--- src/rtl/host_cmd_gen_pkg.sv ---
// host_cmd_gen_pkg
//   Shared definitions for the host-side command initiator: protocol opcode
//   bytes, REQ_CMD encodings, FSM state encoding and per-command TX/RX byte
//   counts, with small helpers that map a command to its frame shape.
package host_cmd_gen_pkg;

    localparam logic [7:0] RF_WR_CMD   = 8'hAA;
    localparam logic [7:0] RF_RD_CMD   = 8'hBB;
    localparam logic [7:0] ALU_OP_CMD  = 8'hCC;
    localparam logic [7:0] ALU_NOP_CMD = 8'hDD;

    typedef enum logic [1:0] {
        REQ_RF_WR   = 2'd0,
        REQ_RF_RD   = 2'd1,
        REQ_ALU_OP  = 2'd2,
        REQ_ALU_NOP = 2'd3
    } req_cmd_e;

    typedef enum logic [1:0] {
        ST_IDLE    = 2'd0,
        ST_SEND    = 2'd1,
        ST_RX_WAIT = 2'd2,
        ST_DONE    = 2'd3
    } state_e;

    localparam int unsigned TX_BYTES_RF_WR   = 3;
    localparam int unsigned TX_BYTES_RF_RD   = 2;
    localparam int unsigned TX_BYTES_ALU_OP  = 4;
    localparam int unsigned TX_BYTES_ALU_NOP = 2;

    localparam int unsigned RX_BYTES_RF_WR   = 0;
    localparam int unsigned RX_BYTES_RF_RD   = 1;
    localparam int unsigned RX_BYTES_ALU     = 2;

    function automatic logic [7:0] cmd_opcode(input req_cmd_e cmd);
        case (cmd)
            REQ_RF_WR:  return RF_WR_CMD;
            REQ_RF_RD:  return RF_RD_CMD;
            REQ_ALU_OP: return ALU_OP_CMD;
            default:    return ALU_NOP_CMD;
        endcase
    endfunction

    // Index of the final byte of the frame for this command.
    function automatic logic [1:0] tx_last_idx(input req_cmd_e cmd);
        case (cmd)
            REQ_RF_WR:  return 2'(TX_BYTES_RF_WR - 1);
            REQ_RF_RD:  return 2'(TX_BYTES_RF_RD - 1);
            REQ_ALU_OP: return 2'(TX_BYTES_ALU_OP - 1);
            default:    return 2'(TX_BYTES_ALU_NOP - 1);
        endcase
    endfunction

    function automatic logic [1:0] rx_bytes(input req_cmd_e cmd);
        case (cmd)
            REQ_RF_WR: return 2'(RX_BYTES_RF_WR);
            REQ_RF_RD: return 2'(RX_BYTES_RF_RD);
            default:   return 2'(RX_BYTES_ALU);
        endcase
    endfunction

endpackage

--- src/rtl/host_cmd_gen_if.sv ---
// host_cmd_gen_if
//   Request, UART TX/RX byte stream and response signals of host_cmd_gen.
//   modport slave : the command generator itself
//   modport master: the environment (request source, UART TX/RX, response sink)
interface host_cmd_gen_if #(
    parameter int WIDTH         = 8,
    parameter int ADDR_WIDTH    = 4,
    parameter int ALU_OUT_WIDTH = 16
);
    logic                     REQ_VALID;
    logic                     REQ_READY;
    logic [1:0]               REQ_CMD;
    logic [ADDR_WIDTH-1:0]    REQ_ADDR;
    logic [WIDTH-1:0]         REQ_DATA;
    logic [WIDTH-1:0]         REQ_OPB;
    logic [3:0]               REQ_FUN;
    logic [WIDTH-1:0]         TX_P_DATA;
    logic                     TX_D_VALID;
    logic                     BUSY;
    logic [WIDTH-1:0]         RX_P_DATA;
    logic                     RX_D_VALID;
    logic [ALU_OUT_WIDTH-1:0] RSP_DATA;
    logic                     RSP_VALID;
    logic                     RSP_ERR;

    modport slave (
        input  REQ_VALID, REQ_CMD, REQ_ADDR, REQ_DATA, REQ_OPB, REQ_FUN,
        input  BUSY, RX_P_DATA, RX_D_VALID,
        output REQ_READY, TX_P_DATA, TX_D_VALID, RSP_DATA, RSP_VALID, RSP_ERR
    );

    modport master (
        output REQ_VALID, REQ_CMD, REQ_ADDR, REQ_DATA, REQ_OPB, REQ_FUN,
        output BUSY, RX_P_DATA, RX_D_VALID,
        input  REQ_READY, TX_P_DATA, TX_D_VALID, RSP_DATA, RSP_VALID, RSP_ERR
    );
endinterface

--- src/rtl/host_cmd_gen_rsp_timer.sv ---
// rsp_timer
//   Response timeout counter. Cleared while clr is high, counts while en is
//   high, expire is high while enabled and the count sits at TIMEOUT_CYCLES-1.
//   Ports: clk, rst_n (async active-low), clr, en, expire.
module rsp_timer #(
    parameter int unsigned TIMEOUT_CYCLES = 4096
) (
    input  logic clk,
    input  logic rst_n,
    input  logic clr,
    input  logic en,
    output logic expire
);
    localparam int unsigned CW = (TIMEOUT_CYCLES > 2) ? $clog2(TIMEOUT_CYCLES) : 1;
    localparam logic [CW-1:0] LAST = CW'(TIMEOUT_CYCLES - 1);

    logic [CW-1:0] cnt_q;

    always_ff @(posedge clk or negedge rst_n) begin
        if (!rst_n) begin
            cnt_q <= '0;
        end else if (clr) begin
            cnt_q <= '0;
        end else if (en && (cnt_q != LAST)) begin
            cnt_q <= cnt_q + CW'(1);
        end
    end

    assign expire = en && (cnt_q == LAST);
endmodule

--- src/rtl/host_cmd_gen.sv ---
// host_cmd_gen
//   Host-side command initiator: takes one request over REQ_VALID/REQ_READY,
//   serialises it as a protocol frame on the UART-TX byte stream, collects the
//   response bytes from the UART-RX stream and reports them with a one-cycle
//   RSP_VALID pulse.
//   Ports: CLK, RST (async active-low), bus (host_cmd_gen_if.slave).
//   Optional: define RSP_TIMEOUT_EN to bound the response wait to
//   TIMEOUT_CYCLES cycles (RSP_ERR=1 on expiry); otherwise RSP_ERR is 0.
module host_cmd_gen
    import host_cmd_gen_pkg::*;
#(
    parameter int          WIDTH          = 8,
    parameter int          ADDR_WIDTH     = 4,
    parameter int          ALU_OUT_WIDTH  = 16,
    parameter int unsigned TIMEOUT_CYCLES = 4096
) (
    input logic           CLK,
    input logic           RST,
    host_cmd_gen_if.slave bus
);
    state_e                   state_q, state_d;
    req_cmd_e                 cmd_q;
    logic [1:0]               idx_q;
    logic                     rx_cnt_q;
    logic [ADDR_WIDTH-1:0]    addr_q;
    logic [WIDTH-1:0]         data_q;
    logic [WIDTH-1:0]         opb_q;
    logic [3:0]               fun_q;
    logic [ALU_OUT_WIDTH-1:0] rsp_q;
    logic [WIDTH-1:0]         tx_byte;

    logic accept, tx_fire, rx_fire, rx_last, tmo, tmr_expire;

`ifdef RSP_TIMEOUT_EN
    logic err_q;

    rsp_timer #(.TIMEOUT_CYCLES(TIMEOUT_CYCLES)) u_rsp_timer (
        .clk    (CLK),
        .rst_n  (RST),
        .clr    (state_q != ST_RX_WAIT),
        .en     (state_q == ST_RX_WAIT),
        .expire (tmr_expire)
    );

    always_ff @(posedge CLK or negedge RST) begin
        if (!RST) begin
            err_q <= 1'b0;
        end else if (accept) begin
            err_q <= 1'b0;
        end else if (tmo) begin
            err_q <= 1'b1;
        end
    end

    assign bus.RSP_ERR = (state_q == ST_DONE) && err_q;
`else
    assign tmr_expire  = 1'b0;
    assign bus.RSP_ERR = 1'b0;
`endif

    always_ff @(posedge CLK or negedge RST) begin
        if (!RST) begin
            state_q <= ST_IDLE;
        end else begin
            state_q <= state_d;
        end
    end

    always_comb begin
        state_d = state_q;
        accept  = 1'b0;
        tx_fire = 1'b0;
        rx_fire = 1'b0;
        rx_last = 1'b0;
        tmo     = 1'b0;
        case (state_q)
            ST_IDLE: begin
                if (bus.REQ_VALID) begin
                    accept  = 1'b1;
                    state_d = ST_SEND;
                end
            end
            ST_SEND: begin
                if (!bus.BUSY) begin
                    tx_fire = 1'b1;
                    if (idx_q == tx_last_idx(cmd_q)) begin
                        state_d = (cmd_q == REQ_RF_WR) ? ST_DONE : ST_RX_WAIT;
                    end
                end
            end
            ST_RX_WAIT: begin
                if (bus.RX_D_VALID) begin
                    rx_fire = 1'b1;
                    rx_last = (({1'b0, rx_cnt_q} + 2'd1) == rx_bytes(cmd_q));
                end
                // A byte completing the response wins over a same-cycle expiry.
                if (rx_last) begin
                    state_d = ST_DONE;
                end else if (tmr_expire) begin
                    tmo     = 1'b1;
                    state_d = ST_DONE;
                end
            end
            default: state_d = ST_IDLE;
        endcase
    end

    always_ff @(posedge CLK or negedge RST) begin
        if (!RST) begin
            cmd_q    <= REQ_RF_WR;
            idx_q    <= '0;
            rx_cnt_q <= 1'b0;
            addr_q   <= '0;
            data_q   <= '0;
            opb_q    <= '0;
            fun_q    <= '0;
            rsp_q    <= '0;
        end else begin
            if (accept) begin
                cmd_q    <= req_cmd_e'(bus.REQ_CMD);
                addr_q   <= bus.REQ_ADDR;
                data_q   <= bus.REQ_DATA;
                opb_q    <= bus.REQ_OPB;
                fun_q    <= bus.REQ_FUN;
                idx_q    <= '0;
                rx_cnt_q <= 1'b0;
                rsp_q    <= '0;
            end
            if (tx_fire) begin
                idx_q <= idx_q + 2'd1;
            end
            if (rx_fire) begin
                rx_cnt_q <= 1'b1;
                // First byte lands low with the upper byte cleared; second byte is the high byte.
                if (rx_cnt_q) begin
                    rsp_q[ALU_OUT_WIDTH-1:WIDTH] <= bus.RX_P_DATA;
                end else begin
                    rsp_q <= ALU_OUT_WIDTH'(bus.RX_P_DATA);
                end
            end
            if (tmo) begin
                rsp_q <= '0;
            end
        end
    end

    always_comb begin
        tx_byte = '0;
        case (idx_q)
            2'd0: tx_byte = WIDTH'(cmd_opcode(cmd_q));
            2'd1: begin
                case (cmd_q)
                    REQ_RF_WR, REQ_RF_RD: tx_byte = WIDTH'(addr_q);
                    REQ_ALU_OP:           tx_byte = data_q;
                    default:              tx_byte = WIDTH'(fun_q);
                endcase
            end
            2'd2: tx_byte = (cmd_q == REQ_RF_WR) ? data_q : opb_q;
            default: tx_byte = WIDTH'(fun_q);
        endcase
    end

    assign bus.REQ_READY  = (state_q == ST_IDLE);
    assign bus.TX_D_VALID = (state_q == ST_SEND);
    assign bus.TX_P_DATA  = (state_q == ST_SEND) ? tx_byte : '0;
    assign bus.RSP_VALID  = (state_q == ST_DONE);
    assign bus.RSP_DATA   = (state_q == ST_DONE) ? rsp_q : '0;

endmodule

--- src/flat_wrapper.sv ---
// flat-port wrapper written by rule: the top's interface ports become plain ports
module host_cmd_gen_flat import host_cmd_gen_pkg::*;
#(
    parameter int          WIDTH          = 8,
    parameter int          ADDR_WIDTH     = 4,
    parameter int          ALU_OUT_WIDTH  = 16,
    parameter int unsigned TIMEOUT_CYCLES = 4096
)
  (CLK, RST, bus_REQ_VALID, bus_REQ_CMD, bus_REQ_ADDR, bus_REQ_DATA, bus_REQ_OPB, bus_REQ_FUN, bus_BUSY, bus_RX_P_DATA, bus_RX_D_VALID, bus_REQ_READY, bus_TX_P_DATA, bus_TX_D_VALID, bus_RSP_DATA, bus_RSP_VALID, bus_RSP_ERR);
  host_cmd_gen_if #(.WIDTH(WIDTH), .ADDR_WIDTH(ADDR_WIDTH), .ALU_OUT_WIDTH(ALU_OUT_WIDTH)) bus_i ();
  input logic CLK;
  input logic RST;
  input wire logic [$bits(bus_i.REQ_VALID)-1:0] bus_REQ_VALID;
  input wire logic [$bits(bus_i.REQ_CMD)-1:0] bus_REQ_CMD;
  input wire logic [$bits(bus_i.REQ_ADDR)-1:0] bus_REQ_ADDR;
  input wire logic [$bits(bus_i.REQ_DATA)-1:0] bus_REQ_DATA;
  input wire logic [$bits(bus_i.REQ_OPB)-1:0] bus_REQ_OPB;
  input wire logic [$bits(bus_i.REQ_FUN)-1:0] bus_REQ_FUN;
  input wire logic [$bits(bus_i.BUSY)-1:0] bus_BUSY;
  input wire logic [$bits(bus_i.RX_P_DATA)-1:0] bus_RX_P_DATA;
  input wire logic [$bits(bus_i.RX_D_VALID)-1:0] bus_RX_D_VALID;
  output wire logic [$bits(bus_i.REQ_READY)-1:0] bus_REQ_READY;
  output wire logic [$bits(bus_i.TX_P_DATA)-1:0] bus_TX_P_DATA;
  output wire logic [$bits(bus_i.TX_D_VALID)-1:0] bus_TX_D_VALID;
  output wire logic [$bits(bus_i.RSP_DATA)-1:0] bus_RSP_DATA;
  output wire logic [$bits(bus_i.RSP_VALID)-1:0] bus_RSP_VALID;
  output wire logic [$bits(bus_i.RSP_ERR)-1:0] bus_RSP_ERR;
  assign bus_i.REQ_VALID = bus_REQ_VALID;
  assign bus_i.REQ_CMD = bus_REQ_CMD;
  assign bus_i.REQ_ADDR = bus_REQ_ADDR;
  assign bus_i.REQ_DATA = bus_REQ_DATA;
  assign bus_i.REQ_OPB = bus_REQ_OPB;
  assign bus_i.REQ_FUN = bus_REQ_FUN;
  assign bus_i.BUSY = bus_BUSY;
  assign bus_i.RX_P_DATA = bus_RX_P_DATA;
  assign bus_i.RX_D_VALID = bus_RX_D_VALID;
  assign bus_REQ_READY = bus_i.REQ_READY;
  assign bus_TX_P_DATA = bus_i.TX_P_DATA;
  assign bus_TX_D_VALID = bus_i.TX_D_VALID;
  assign bus_RSP_DATA = bus_i.RSP_DATA;
  assign bus_RSP_VALID = bus_i.RSP_VALID;
  assign bus_RSP_ERR = bus_i.RSP_ERR;
  host_cmd_gen #(.WIDTH(WIDTH), .ADDR_WIDTH(ADDR_WIDTH), .ALU_OUT_WIDTH(ALU_OUT_WIDTH), .TIMEOUT_CYCLES(TIMEOUT_CYCLES)) u_core (.CLK(CLK), .RST(RST), .bus(bus_i));
endmodule
--- config.mk ---
export PLATFORM = sky130hd
export DESIGN_NAME = host_cmd_gen_flat
export DESIGN_NICKNAME = d
export VERILOG_FILES = /design/src/rtl/host_cmd_gen_pkg.sv /design/src/rtl/host_cmd_gen_if.sv /design/src/rtl/host_cmd_gen_rsp_timer.sv /design/src/rtl/host_cmd_gen.sv /design/src/flat_wrapper.sv
export SDC_FILE = /design/constraint.sdc
export NUM_CORES = 1
export LEC_CHECK = 0
export ABC_AREA = 1
export CAP_MARGIN = 20
export CORE_UTILIZATION = 53
export DETAILED_ROUTE_END_ITERATION = 10
export HOLD_SLACK_MARGIN = 0.15
export PLACE_DENSITY = 0.86
export SYNTH_ARGS = -nofsm -noshare
export SYNTH_HDL_FRONTEND = slang
export SYNTH_HIERARCHICAL = 1
export SYNTH_SLANG_ARGS = --single-unit
--- constraint.sdc ---
create_clock -name CLK -period 2.4 [get_ports CLK]
set_input_delay 0.24 -clock CLK [delete_from_list [all_inputs] [get_ports CLK]]
set_output_delay 0.24 -clock CLK [all_outputs]
set_load 0.03 [all_outputs]
==> flow_summary.toml <==
[sta]
post-route-period-util = 0.927
skew_ns = 0.00681
rsz0062_at_grt = "false"
fin_tns_setup_ns = 0
setup_violations = 0
period_needed_ns = 2.22
hold_violations = 0
drv_slew = 0
max_freq_mhz = 450

[floorplan]
core_um2 = 4690
die_x_um = 71.8
rows = 25
die_y_um = 71.8
ios = 67
start_util = 0.551
dieArea_um2 = 5160

[synthesis]
avgSynthCellArea_um2 = 7.65
ys_warn_count = 6
synth_top_family_by_area = "simple AND/OR/NAND/NOR gates"
yosysSeqAreaShare = 0.455
synthTopCellsByArea = "dfrtp_1 45%, nand2_1 16%, inv_1 7.6%"
synthCells = 338
synthMuxAreaShare = 0
synth_fp_nets = 386
synth_xor_area_frac = 0
yosys.cell_types.count = 25
syn_area_um2 = 2580
synthAdderAreaFrac = 0.0436
synth_compound_area_frac = 0.145
ys_ff_latch = 47
yosys.area.top_type = "dfrtp_1"
yosysTopAreaCellShare = 0.455
synth-simple-area-share = 0.241

[worst_setup_path]
start_kind = "flop"
cp_data_arrival_time_ns = 1.98
cpMostUsedCell = "inv_1"
cp-end-kind = "output port"
crit_type = "reg2out"
max_stage_delay_ns = 0.45
ff2ff_setup_slack_ns = 0.68
crit_required_ns = 2.16
slowest_stage = "dfrtp_1"
worstPathMaxFanout = 5
worstPathCellList = "inv_1, ha_1, inv_1, nor2_1, nor2_1, nand3_1, nand2_1, inv_1, clkdlybuf4s15_1"
cp_top_family = "buffers and inverters"
crit_buf_inv = 4

[place]
gp_congestion = 0.911
hpwl_um = 4390
post_dp_cell_area_um2 = 3250
port_buffers = 65
place_inst = 445

[global_route]
grt_max_degree = 34
grt.overflow.total = 0
grt_pass1_vias = 2247
track_usage = 0.259
grt_pass1_wl_um = 10300
antenna_found_initial = 0

[cts]
htree_levels = 2
cts_tree = "yes"
clock_latency_ns = 0.30
cts_buffer_depth = 2
cts_made_buffers = 5
cts_root_buf = "clkbuf_8"
cts.sinks = 47
clk_pin_slew_worst_paths_ns = 0.09

[power]
p_comb_frac = 0.492
p_switching_uw = 1740
ir_worst_vdd_mv = 0.661
powerDensity_nw_per_um2 = 1140
pwr-share-clk = 0.139
leakagePower_uw = 0.00176
intPower_uw = 2080
pwr-share-seq = 0.370
swShare = 0.457

[routing]
drt_iter0_markers = 209
vias_per_cell = 5.25
route.detailed.drc = 0
wire_per_inst_um = 13.3
ant_nets = 0
vias = 2383
postRouteWirelength_um = 6050
drt-pass1-iter-count = 4

[layout]
drive_above_1_share = 0.0750
area_growth_pct = 29.6
nets = 447
final_cells = 454
design_area_um2 = 3350
diodes = 0

[job]
cap_viol_max_count = 0

[worst_hold_path]
hold_path.class = "in2async"

[run_status]
status = "completed"
## layer usage
| metal | part of all wire | GRT usage | vias up |
|---|---|---|---|
| met5 | 0 | 0 | - |
| met4 | 0.016 | 0.0915 | 0 |
| met3 | 0.047 | 0.0450 | 9 |
| met2 | 0.49 | 0.430 | 77 |
| met1 | 0.44 | 0.343 | 1113 |
| li1 | - | - | 1184 |
## worst paths after layout
path                                          endpoint                          start  cells past startpoint
max                                   bus_TX_P_DATA[1]    u_core/idx_q[0]$_DFFE_PN0P_                      9
min                          u_core/rsp_q[3]$_DFF_PN0_                            RST                      2
max reg2reg                u_core/opb_q[7]$_DFFE_PN0P_  u_core/state_q[0]$_DFFE_PN0P_                      7
min reg2reg                u_core/opb_q[6]$_DFFE_PN0P_    u_core/opb_q[6]$_DFFE_PN0P_                      2
max in group asynchronous  u_core/cmd_q[1]$_DFFE_PN0P_                            RST                      3
min in group CLK           u_core/opb_q[0]$_DFFE_PN0P_                 bus_REQ_OPB[0]                      3
## area by class of cell
cell class	count	area, um^2
well taps	54	67.6
multi-input cells	219	1120
inverters	54	205
repair buffers	72	677
flip-flops and latches	47	1180
fillers	367	1340
clock buffers	7	96.3
clock inverters	1	7.51
## metrics by stage
stage          utilization  hold slack (ns)  total power, uW  setup WS [ns]
2_1_floorplan            -          -0.0556             2730          0.341
3_3_place_gp         0.693            0.155             3230          0.195
3_5_place_dp         0.693            0.161             3310          0.141
4_1_cts              0.717            0.370             3820        0.00358
5_1_grt              0.714            0.379             4130         0.0201
6_report             0.714            0.358             3820          0.176
## cell families after synthesis
logic type / after synthesis
compound gates: 62
buf+inv: 72
flops: 47
simple gates: 147
fa+ha+maj: 9
other cells: 1
## cell usage after synthesis, drive strengths merged
cell      n
nand2   108
inv      54
dfrtp    47
o21ai    24
nand3    23
a21oi    14
nor2     14
o211ai   12
buf       9
clkbuf    9
ha        9
o31ai     7
o21a      4
a22o      1
conb      1
nor3b     1
or2       1
## layout by cell type, fill, tap and decap left out
cell type and instances:
o21a_1 4, conb_1 1, buf_4 6, dlygate4sd2_1 3
nand3_1 23, ha_1 7, dfrtp_1 45, a22o_1 1
ha_2 2, clkinvlp_4 1, inv_2 1, buf_2 1
dfrtp_2 2, dlygate4sd3_1 1, inv_4 1, nand2_1 108
clkbuf_8 7, clkbuf_2 4, clkdlybuf4s50_1 56, nor2_8 1
o211ai_1 12, o21ai_0 24, nor2_1 12, clkdlybuf4s15_1 1
a21oi_1 13, nor3b_4 1, a21oi_2 1, nor2_4 1
inv_1 52, or2_2 1, o31ai_1 7
## registers in the layout (all words and copies together), names as in the netlist
name,count
u_core/addr_q,4
u_core/cmd_q,2
u_core/data_q,8
u_core/fun_q,4
u_core/idx_q,2
u_core/opb_q,8
u_core/rsp_q,16
u_core/rx_cnt_q,1
u_core/state_q,2
## what timing repair did
action	4_1_cts	5_1_grt
endpoints found under the setup margin	8	22
pin swaps	1	0
resized for setup	11	10
hold buffers	1	0
endpoints found under the hold margin	14	0
buffers inserted	0	0
## power groups by stage
stage               combinational, uW  sequential [uW]  clock [uW]
floorplan                        1440             1290           0
global placement                 1840             1390           0
detailed placement               1900             1410           0
CTS                              1880             1400         540
global route                     2110             1450         580
finish                           1880             1410         531
(Power assumes the default switching activity.)
